<file path="config.mk">
export PLATFORM = sky130hd
export DESIGN_NAME = axi_lite_arbiter
export DESIGN_NICKNAME = d
export VERILOG_FILES = /design/src/rtl/axi_test_pkg.sv /design/src/rtl/axi_lite_arbiter_rr_arbiter2.sv /design/src/rtl/axi_lite_arbiter.sv
export SDC_FILE = /design/constraint.sdc
export NUM_CORES = 1
export LEC_CHECK = 0
export CAP_MARGIN = 0
export CORE_AREA = 2 2 109 111
export DETAILED_ROUTE_END_ITERATION = 6
export DIE_AREA = 0 0 111 113
export HOLD_SLACK_MARGIN = 0.02
export PLACE_DENSITY = 0.72
export SYNTH_ARGS = -nofsm -noshare
export SYNTH_HDL_FRONTEND = slang
export SYNTH_SLANG_ARGS = --single-unit
</file>
<file path="constraint.sdc">
create_clock -name clk -period 1.5 [get_ports clk]
set_input_delay 0.15 -clock clk [delete_from_list [all_inputs] [get_ports clk]]
set_output_delay 0.15 -clock clk [all_outputs]
set_load 0.005 [all_outputs]
</file>
<file path="src/rtl/axi_test_pkg.sv">
`default_nettype none
// ============================================================================
//  Module   : axi_test_pkg
//  Brief    : Shared types and constants for the AXI-Lite arbiter slice.
//  Revision : 1.0 - initial release
// ============================================================================
package axi_test_pkg;

  localparam int NUM_MASTERS = 2;

  // Arbiter sequencing states; explicit encoding keeps the state width fixed.
  typedef enum logic [2:0] {
    IDLE    = 3'd0,
    WR_XFER = 3'd1,
    WR_RESP = 3'd2,
    RD_ADDR = 3'd3,
    RD_DATA = 3'd4
  } arb_state_e;

endpackage
`default_nettype wire

</file>
<file path="src/rtl/axi_lite_arbiter_rr_arbiter2.sv">
`default_nettype none
// ============================================================================
//  Module   : rr_arbiter2
//  Brief    : Two-input round-robin pick. Purely combinational; the caller
//             registers the result and the last-served index.
//  Revision : 1.0 - initial release
// ============================================================================
module rr_arbiter2
  import axi_test_pkg::*;
(
  input  logic [NUM_MASTERS-1:0] i_req,
  input  logic                   i_last_gnt,
  output logic                   o_gnt_valid,
  output logic                   o_gnt
);

  // On contention the master that was not served last wins; otherwise the
  // sole requester wins.
  always_comb begin
    o_gnt_valid = |i_req;
    o_gnt       = 1'b0;
    if (i_req == 2'b11) begin
      o_gnt = ~i_last_gnt;
    end else if (i_req[1]) begin
      o_gnt = 1'b1;
    end
  end

endmodule
`default_nettype wire

</file>
<file path="src/rtl/axi_lite_arbiter.sv">
`default_nettype none
// ============================================================================
//  Module   : axi_lite_arbiter
//  Brief    : Shares one AXI-Lite slave between two masters. Whole write or
//             read transactions are serialised with round-robin fairness;
//             only grant/state is stored, all payload passes straight through.
//  Revision : 1.0 - initial release
// ============================================================================
module axi_lite_arbiter
  import axi_test_pkg::*;
#(
  parameter int ADDR_WIDTH = 8,
  parameter int DATA_WIDTH = 32
) (
  input  logic                              clk,
  input  logic                              rst_n,
  input  logic [NUM_MASTERS-1:0]            m_AWVALID,
  output logic [NUM_MASTERS-1:0]            m_AWREADY,
  input  logic [NUM_MASTERS*ADDR_WIDTH-1:0] m_AWADDR,
  input  logic [NUM_MASTERS-1:0]            m_WVALID,
  output logic [NUM_MASTERS-1:0]            m_WREADY,
  input  logic [NUM_MASTERS*DATA_WIDTH-1:0] m_WDATA,
  input  logic [7:0]                        m_WSTRB,
  output logic [NUM_MASTERS-1:0]            m_BVALID,
  input  logic [NUM_MASTERS-1:0]            m_BREADY,
  input  logic [NUM_MASTERS-1:0]            m_ARVALID,
  output logic [NUM_MASTERS-1:0]            m_ARREADY,
  input  logic [NUM_MASTERS*ADDR_WIDTH-1:0] m_ARADDR,
  output logic [NUM_MASTERS-1:0]            m_RVALID,
  input  logic [NUM_MASTERS-1:0]            m_RREADY,
  output logic [NUM_MASTERS*DATA_WIDTH-1:0] m_RDATA,
  output logic                              s_AWVALID,
  input  logic                              s_AWREADY,
  output logic [ADDR_WIDTH-1:0]             s_AWADDR,
  output logic                              s_WVALID,
  input  logic                              s_WREADY,
  output logic [DATA_WIDTH-1:0]             s_WDATA,
  output logic [3:0]                        s_WSTRB,
  input  logic                              s_BVALID,
  output logic                              s_BREADY,
  output logic                              s_ARVALID,
  input  logic                              s_ARREADY,
  output logic [ADDR_WIDTH-1:0]             s_ARADDR,
  input  logic                              s_RVALID,
  output logic                              s_RREADY,
  input  logic [DATA_WIDTH-1:0]             s_RDATA
);

  arb_state_e r_state;
  logic       r_gnt;
  logic       r_last_gnt;
  logic       r_aw_done;
  logic       r_w_done;

  logic [NUM_MASTERS-1:0] w_req;
  logic                   w_pick_valid;
  logic                   w_pick;
  logic                   w_st_wr;
  logic                   w_st_resp;
  logic                   w_st_ra;
  logic                   w_st_rd;
  logic                   w_aw_hs;
  logic                   w_w_hs;
  logic                   w_b_hs;
  logic                   w_ar_hs;
  logic                   w_r_hs;

  assign w_req = m_AWVALID | m_ARVALID;

  rr_arbiter2 u_rr (
    .i_req       (w_req),
    .i_last_gnt  (r_last_gnt),
    .o_gnt_valid (w_pick_valid),
    .o_gnt       (w_pick)
  );

  assign w_st_wr   = (r_state == WR_XFER);
  assign w_st_resp = (r_state == WR_RESP);
  assign w_st_ra   = (r_state == RD_ADDR);
  assign w_st_rd   = (r_state == RD_DATA);

  // Slave-side forwarding from the granted master; valids/readies are
  // qualified by state so IDLE presents nothing to the slave.
  assign s_AWVALID = w_st_wr & ~r_aw_done & m_AWVALID[r_gnt];
  assign s_AWADDR  = r_gnt ? m_AWADDR[2*ADDR_WIDTH-1:ADDR_WIDTH] : m_AWADDR[ADDR_WIDTH-1:0];
  assign s_WVALID  = w_st_wr & ~r_w_done & m_WVALID[r_gnt];
  assign s_WDATA   = r_gnt ? m_WDATA[2*DATA_WIDTH-1:DATA_WIDTH] : m_WDATA[DATA_WIDTH-1:0];
  assign s_WSTRB   = r_gnt ? m_WSTRB[7:4] : m_WSTRB[3:0];
  assign s_BREADY  = w_st_resp & m_BREADY[r_gnt];
  assign s_ARVALID = w_st_ra & m_ARVALID[r_gnt];
  assign s_ARADDR  = r_gnt ? m_ARADDR[2*ADDR_WIDTH-1:ADDR_WIDTH] : m_ARADDR[ADDR_WIDTH-1:0];
  assign s_RREADY  = w_st_rd & m_RREADY[r_gnt];

  assign w_aw_hs = s_AWVALID & s_AWREADY;
  assign w_w_hs  = s_WVALID & s_WREADY;
  assign w_b_hs  = s_BVALID & s_BREADY;
  assign w_ar_hs = s_ARVALID & s_ARREADY;
  assign w_r_hs  = s_RVALID & s_RREADY;

  // Master-side returns: only the granted master ever sees a ready/valid,
  // and read data is zeroed for everyone outside its own data phase.
  generate
    for (genvar i = 0; i < NUM_MASTERS; i++) begin : g_master
      logic w_sel;
      assign w_sel = (r_gnt == 1'(i));

      assign m_AWREADY[i] = w_sel & w_st_wr & ~r_aw_done & s_AWREADY;
      assign m_WREADY[i]  = w_sel & w_st_wr & ~r_w_done & s_WREADY;
      assign m_BVALID[i]  = w_sel & w_st_resp & s_BVALID;
      assign m_ARREADY[i] = w_sel & w_st_ra & s_ARREADY;
      assign m_RVALID[i]  = w_sel & w_st_rd & s_RVALID;
      assign m_RDATA[i*DATA_WIDTH +: DATA_WIDTH] = (w_sel & w_st_rd) ? s_RDATA : '0;
    end
  endgenerate

  // Transaction sequencer: grant on the cycle after a request is seen, write
  // takes priority over read for the same master, AW and W complete
  // independently, and last_gnt only advances when a transaction finishes.
  always_ff @(posedge clk or negedge rst_n) begin
    if (!rst_n) begin
      r_state    <= IDLE;
      r_gnt      <= 1'b0;
      r_last_gnt <= 1'b1;
      r_aw_done  <= 1'b0;
      r_w_done   <= 1'b0;
    end else begin
      case (r_state)
        IDLE: begin
          if (w_pick_valid) begin
            r_gnt   <= w_pick;
            r_state <= m_AWVALID[w_pick] ? WR_XFER : RD_ADDR;
          end
        end
        WR_XFER: begin
          if (w_aw_hs) r_aw_done <= 1'b1;
          if (w_w_hs)  r_w_done  <= 1'b1;
          if ((r_aw_done | w_aw_hs) & (r_w_done | w_w_hs)) begin
            r_state <= WR_RESP;
          end
        end
        WR_RESP: begin
          if (w_b_hs) begin
            r_state    <= IDLE;
            r_last_gnt <= r_gnt;
            r_aw_done  <= 1'b0;
            r_w_done   <= 1'b0;
          end
        end
        RD_ADDR: begin
          if (w_ar_hs) r_state <= RD_DATA;
        end
        RD_DATA: begin
          if (w_r_hs) begin
            r_state    <= IDLE;
            r_last_gnt <= r_gnt;
          end
        end
        default: r_state <= IDLE;
      endcase
    end
  end

endmodule
`default_nettype wire

</file>
Yosys cells after proc, flatten, opt, wreduce, memory -nomap -nowiden
Cells that the tools add are included.
- magnitude comparators: 2
- equal/unequal tests: 12
- multiplexer cells: 35
- bitwise gates (word level): 42
- reduce and logical (&&, ||, !) cells: 9
- operators by type and width (operator ; count):
    32-bit 2-to-1 mux ; 3
    1-bit AND ; 35
    1-bit 2-to-1 mux ; 19
    8-bit 2-to-1 mux ; 2
    3-bit 2-to-1 mux ; 5
    3-bit one-hot mux with 5 select lines ; 1
    2-bit by 1-bit != test with 1-bit output, second input constant ; 7
    3-bit AND reduction ; 3
    3-bit by 2-bit equality test with 1-bit output, second input constant ; 2
    1-bit one-hot mux with 2 select lines ; 3
    5-bit AND reduction ; 1
    1-bit by 2-bit < comparator with 1-bit output, second input constant ; 2
    4-bit 2-to-1 mux ; 1
    1-bit NOT ; 4
    2-bit nonzero test ; 2
    3-bit by 1-bit equality test with 1-bit output, second input constant ; 1
    3-bit equality test, second input constant ; 1
    3-bit logical NOT ; 1
    2-bit equality test, second input constant ; 1
    2-bit 2-to-1 mux ; 1
    1-bit OR ; 2
    2-bit OR ; 1
    2-bit AND reduction ; 1
    2-bit OR reduction ; 1
- register bits after elaboration: 7
- input bits: 153

Longest topological paths before layout
Gate-level depths: netlist of the first run.
- word-level depth: 8
- gate-level depth with buffers: 6

Cells and area by module
A second synthesis of the first run with hierarchy kept.
- cell total of the unflattened synthesis: 204
- area, all modules: 1634.1 µm²
- by module, submodules not included (module ; instances ; cells each ; area an instance (µm²)):
    axi_lite_arbiter ; 1 ; 202 ; 1620.3
    rr_arbiter2 ; 1 ; 2 ; 13.8

Least setup slack after synthesis of the first run
OpenSTA, ideal clock, no wires.
- path kind: register to output
- start point: reg r_state[2]
- end point: out m_RDATA[10]
- data arrival time: 1.301 ns
- setup slack: 0.049 ns
- cell stages (with the launch flop): 7
- buffers on the path: 2
- cells stage by stage: dfrtp_1 buf_4 inv_2 or3_1 nor2_2 clkbuf_2 and2_1
- word-level cells in the longest chain between the ends: 3
- RTL lines (what ; RTL line ; text):
    start, declared ; axi_lite_arbiter.sv:49 ; arb_state_e r_state;
    start signal, assigned ; axi_lite_arbiter.sv:131 ; r_state <= m_AWVALID[w_pick] ? WR_XFER : RD_ADDR;
    3-bit equality test ; axi_lite_arbiter.sv:80 ; assign w_st_rd = (r_state == RD_DATA);
    1-bit AND ; axi_lite_arbiter.sv:112 ; assign m_RDATA[i*DATA_WIDTH +: DATA_WIDTH] = (w_sel & w_st_rd) ? s_RDATA : '0;
    32-bit 2-to-1 mux ; axi_lite_arbiter.sv:112 ;
    end, declared ; axi_lite_arbiter.sv:31 ; output logic [NUM_MASTERS*DATA_WIDTH-1:0] m_RDATA,
Every way passes these cells.

Worst setup path in the final report of the first run
- start point: reg r_state[1]
- end point: out m_RDATA[14]
The elaborated chain is that of the path after synthesis.

==> summary.md, run 1 <==
| Metric | Value |
|---|---|
| Unique masters post-synth | 37 |
| Crit path cell chain | or3_4 -> nor2_4 -> buf_6 -> buf_8 -> and2_4 -> buf_6 |
| Final setup margin | -318 ps |
| Hold Path Class | input pin to async pin |
| Worst-skew pair later-pin latency | 240 ps |
| Post-Place Setup Slack | -408 ps |
| CORE AREA | 11,300 sq um |
| Asr flop ratio synth | 1.00 |
| Die W | 111 um |
| Routed WL per cell | 19.4 um |
| Final core occ | 0.551 |
| Worst-Margin Slew | 395 ps |
| Mapped Area | 1740 sq um |
| Worst Path Max Fanout | 7 |
| Initial antenna violation count | 4 |
| Tcrit/Tclk final | 1.21 |
| Final Slew Violations | 0 |
| Largest net degree at the start of global routing | 18 |
| Fmax | 550 MHz |
| Pwr/cell area | 1120 nW/um^2 |
| CTS H-tree lvls | 1 |
| Status | finished, violations left |
| Ys Warns | 0 |
| Vias in the first global route | 3,405 |
| Clock Sinks | 7 |
| FF-to-FF path depth | 7 |
| Worst endpoint required time | 1350 ps |
| CTS tree | yes |
| Bufs on Longest Clock Path | 2 |
| Fillers | 1,002 |
| Die area | 12,500 sq um |
| Max-slew headroom at the worst pin | 0.736 |
| Min Clock Period, post-route | 1820 ps |
| Clk root buf | clkbuf_16 |
| Crit-path most repeated cell | buf_6 |
| Placement Rows | 39 |
| Vias | 3,187 |
| Slowest stage cell, crit path | or3_4 |
| Die height | 113 um |
| Drt first pass iters | 4 |
| Syn avg cell area | 8.00 sq um |
| Ys flop type | dfrtp_1 |
| CTS Buf Count | 3 |
| Unrepaired setup endpoints after global routing | true |
| Hold_ws | 208 ps |
| Pleak | 2.80 nW |
| Grt total ovfl | 0 |
| First-pass GRT wire length | 19,900 um |
| Port Buffer Count | 283 |
| Top Family by Delay on Critical Path | simple AND/OR/NAND/NOR gates |
| CP Depth | 6 |
| Final GP Congestion | 0.807 |
| #FFs+latches synth | 7 |
| Commonest non-fill, non-tap cell in the layout | clkdlybuf4s50_1 |
| Number of routed nets with antenna violations | 0 |
| DRT iter0 DRCs | 102 |
| Number of max-cap violations | 0 |
| Critical path's largest stage delay | 410 ps |
| Layout cell share with drive strength beyond 1 | 0.626 |
| Via density | 4.38 |
| Routed wire length | 14,100 um |
| DRC | 0 |
| Setup crit end kind | output port |
| Final HPWL DP | 9370 um |
| Setup Viol. Count Final | 138 |
| Mapped Nets | 371 |
| Worst setup SP type | register |
| Most frequent cells in the layout | clkdlybuf4s50_1 (152), buf_6 (105), mux2_2 (44), buf_2 (39), buf_4 (36) |
| Area Growth Syn to Fin | 256% |
| Seq/Total Area, Yosys | 0.101 |
| Clk pin slew, worst setup/hold paths | 40 ps |
| Number of synthesized flops with an enable pin | 0 |
| Maximum vdd drop | 0.862 mV |
| Final Hold Fails | 0 |
| Total GRT Usage | 0.201 |
| Crit path kind | register to output port |
| CP Data Arrival Time | 1670 ps |
| Clock skew | 1.45 ps |
| Post-synthesis cell count | 218 |
| Starting density of the core | 0.155 |
| Failing checks | negative setup slack |
| Worst path bufs/invs | 3 |
| # IOs | 284 |
| Setup total negative slack | -29,680 ps |
| CTS hold repair buffers | 0 |
| Layout net count | 737 |
## layer usage
metal / wire (um) / track usage
met5: 32 / 0
met4: 197 / 0.0350
met3: 983 / 0.0530
met2: 7360 / 0.370
met1: 5530 / 0.239
## final cells by class
class / count / area (sq um) / area share
antenna: 1 / 2.50 / 0.000403
clock inverter: 1 / 5.00 / 0.000805
timing repair buffer: 381 / 3870 / 0.623
clock buffer: 3 / 75.1 / 0.0121
inverter: 6 / 22.5 / 0.00362
tap: 143 / 179 / 0.0288
multi-input combinational: 185 / 1880 / 0.302
sequential: 7 / 180 / 0.0290
## sequential cells by signal, indices dropped and copies added, names as in the netlist
| name | cells |
|---|---|
| r_state | 3 |
| r_aw_done | 1 |
| r_w_done | 1 |
| r_last_gnt | 1 |
| g_master.w_sel | 1 |
## worst reg2reg max path, cell delays in order (launching register included)
cell and delay [ps]:
dfrtp_4 510, buf_6 140, buf_6 110, mux2i_4 180
buf_6 130, or3_1 370, o211ai_1 180, a22oi_1 100
## kinds of logic (layout without fill, tap and decap cells)
logic type / Yosys count / count (layout) / synth area share
AND/OR/NAND/NOR: 105 / 105 / 0.364
multiplexers: 57 / 57 / 0.366
buffers and inverters: 26 / 391 / 0.0703
AO/OA/AOI/OAI: 23 / 23 / 0.0983
flip-flops: 7 / 7 / 0.101
other: 0 / 1 / 0
## final timing paths
| path | to | slack (ps) | start |
|---|---|---|---|
| min reg2reg | r_last_gnt | 560 | r_last_gnt |
| min | r_w_done | 210 | rst_n |
| max reg2reg | r_last_gnt | -300 | g_master[1].w_sel |
| min in group clk | r_last_gnt | 560 | r_last_gnt |
| max | m_RDATA[14] | -320 | r_state[1] |
| max in group asynchronous | r_last_gnt | 980 | rst_n |
## per-stage QoR
stage                     power, mW  area, sq um  instances
final                          6.99         6220        727
after global routing           7.34         6210        726
after CTS                      6.26         5780        721
after detailed placement       4.32         4990        660
after global placement         4.29         4990        660
after floorplan                2.07         1740        218
## what timing repair did
action	CTS	global route
cloned	10	2
endpoints found under the setup margin	136	138
pin swaps	35	32
endpoints found under the hold margin	0	0
gates resized for setup	589	147
setup buffers	50	17
## cell usage after synthesis (4+ instances only)
| master | number | share of area |
|---|---|---|
| inv_1 | 5 | 0.011 |
| clkbuf_2 | 4 | 0.011 |
| dfrtp_1 | 6 | 0.086 |
| o21ai_0 | 4 | 0.011 |
| clkbuf_1 | 6 | 0.013 |
| nor2_1 | 6 | 0.013 |
| buf_2 | 7 | 0.020 |
| and3_1 | 39 | 0.14 |
| and2_1 | 34 | 0.12 |
| nand3_1 | 4 | 0.011 |
| mux2_2 | 54 | 0.35 |
| nor2b_1 | 4 | 0.014 |
| nand2_1 | 8 | 0.017 |
## power by group
part           internal [mW]  leakage (nW)  total (mW)  switching, mW
combinational           3.83          2.68        6.12           2.29
clock                  0.351        0.0409       0.471          0.120
sequential             0.295        0.0818       0.403          0.108
total                   4.47          2.80        6.99           2.52
(Power assumes the default switching activity.)
==> run 2: changes to the inputs <==
- REMOVE_ABC_BUFFERS: default -> 1
==> summary.md, run 2 (synthesized netlist as in run 1, its figures left out) <==
| Metric | Value |
|---|---|
| Number of max-cap violations | 0 |
| Die height | 113 um |
| Worst r2r dst | r_state[0] |
| DRT iter0 DRCs | 86 |
| Clk pin slew, worst setup/hold paths | 40 ps |
| Final setup margin | -391 ps |
| Setup crit end kind | output port |
| Crit path kind | register to output port |
| Min Clock Period, post-route | 1890 ps |
| Setup total negative slack | -32,560 ps |
| Hold Path Class | input pin to async pin |
| CTS tree | yes |
| Total GRT Usage | 0.184 |
| Ant. Diodes | 0 |
| Clock Sinks | 7 |
| Worst-skew pair later-pin latency | 240 ps |
| Worst Path Max Fanout | 8 |
| Area Growth Syn to Fin | 252% |
| Failing checks | negative setup slack |
| Layout net count | 741 |
| Clk root buf | clkbuf_16 |
| Most frequent cells in the layout | clkdlybuf4s50_1 (152), buf_6 (114), buf_2 (46), mux2_2 (44), buf_4 (31) |
| Worst-Margin Slew | 361 ps |
| Largest reg by FF count | r_state |
| CTS Buf Count | 3 |
| Number of routed nets with antenna violations | 0 |
| Layout cell share with drive strength beyond 1 | 0.618 |
| Bufs on Longest Clock Path | 2 |
| Max FFs per register | 3 |
| Pwr/cell area | 1140 nW/um^2 |
| Via density | 4.37 |
| RR Startpoint | g_master[1].w_sel |
| Largest net degree at the start of global routing | 17 |
| Setup Viol. Count Final | 137 |
| Final HPWL DP | 9840 um |
| Cell area after layout | 6140 sq um |
| Worst endpoint required time | 1350 ps |
| Clock skew | 3.42 ps |
| Grt total ovfl | 0 |
| Maximum vdd drop | 0.600 mV |
| Routed wire length | 13,400 um |
| Final core occ | 0.545 |
| Drt first pass iters | 4 |
| Die W | 111 um |
| FF-to-FF path depth | 7 |
| CORE AREA | 11,300 sq um |
| Routed WL per cell | 18.3 um |
| DRC | 0 |
| Fmax | 529 MHz |
| # IOs | 284 |
| Unrepaired setup endpoints after global routing | true |
| Placed Area | 5010 sq um |
| Vias in the first global route | 3,244 |
| Final GP Congestion | 0.881 |
| CTS H-tree lvls | 1 |
| Starting density of the core | 0.155 |
| CP Data Arrival Time | 1740 ps |
| Final Hold Fails | 0 |
| First-pass GRT wire length | 18,000 um |
| Worst setup SP type | register |
| Initial antenna violation count | 0 |
| Port Buffer Count | 283 |
| R2r setup slk | -310 ps |
| Pleak | 2.86 nW |
| Die area | 12,500 sq um |
| Final Slew Violations | 0 |
| Status | finished, violations left |
| Commonest non-fill, non-tap cell in the layout | clkdlybuf4s50_1 |
| Tcrit/Tclk final | 1.26 |
| Vias | 3,191 |
| Hold_ws | 195 ps |
| Max-slew headroom at the worst pin | 0.758 |
| Placement Rows | 39 |
## run 2: layout make-up
class,instances,area (sq um)
clock buffers,4,78.8
repair buffers,385,3900
inverters,6,25.0
well taps,143,179
multi-input cells,185,1780
fillers,999,5130
flip-flops and latches,7,180
## run 2: report_power, final
part | internal (mW) | total (mW) | switching, mW
Combinational | 3.91 | 6.12 | 2.21
Sequential | 0.295 | 0.396 | 0.100
Clock | 0.355 | 0.469 | 0.114
Total | 4.56 | 6.99 | 2.43
## run 2: worst max-delay path, cell delays in order (launching register included)
cell and delay, ps:
dfrtp_1 380, or3_4 410, nor2_4 140, buf_12 130, clkbuf_16 140, and2_1 120
clkdlybuf4s15_2 190
## run 2: how the worst max path moves through the flow
| stage | from | to | slack, ps | cells past startpoint |
|---|---|---|---|---|
| 4_1_cts | r_state[2] | m_RDATA[46] | -580 | 6 |
| 5_1_grt | r_state[1] | m_RDATA[21] | -420 | 6 |
| 2_1_floorplan | g_master[1].w_sel | r_state[1] | -1550 | 4 |
| 3_3_place_gp | r_state[1] | m_RDATA[29] | -410 | 5 |
| 6_report | r_state[1] | m_RDATA[21] | -390 | 6 |
| 3_5_place_dp | r_state[1] | m_RDATA[10] | -430 | 5 |
## run 2: per-layer routing
| metal | track usage | vias to the layer above | routed length [um] |
|---|---|---|---|
| met5 | 0 | - | 0 |
| met4 | 0.0450 | 0 | 227 |
| met3 | 0.0321 | 16 | 683 |
| met2 | 0.340 | 161 | 6960 |
| met1 | 0.222 | 1489 | 5510 |
| li1 | - | 1525 | - |
## run 2: repair_timing
item	in CTS	in global routing
setup endpoints to repair	136	137
cloned	8	6
hold buffers	0	0
resized for setup	441	264
pin swaps	14	44
setup buffers	30	31
## run 2: through the flow
| step | std cells | power [mW] | setup WS [ps] |
|---|---|---|---|
| finish | 730 | 6.99 | -391 |
| detailed placement | 662 | 4.50 | -426 |
| global route | 730 | 7.35 | -421 |
| CTS | 704 | 6.02 | -576 |
| global placement | 662 | 4.46 | -409 |
| floorplan | 198 | 1.86 | -1550 |
==> run 3: changes to the inputs <==
- CAP_MARGIN: 0 -> default
==> results of run 3 <==
No change in the layout: final DEF, timing and power equal those of run 2.
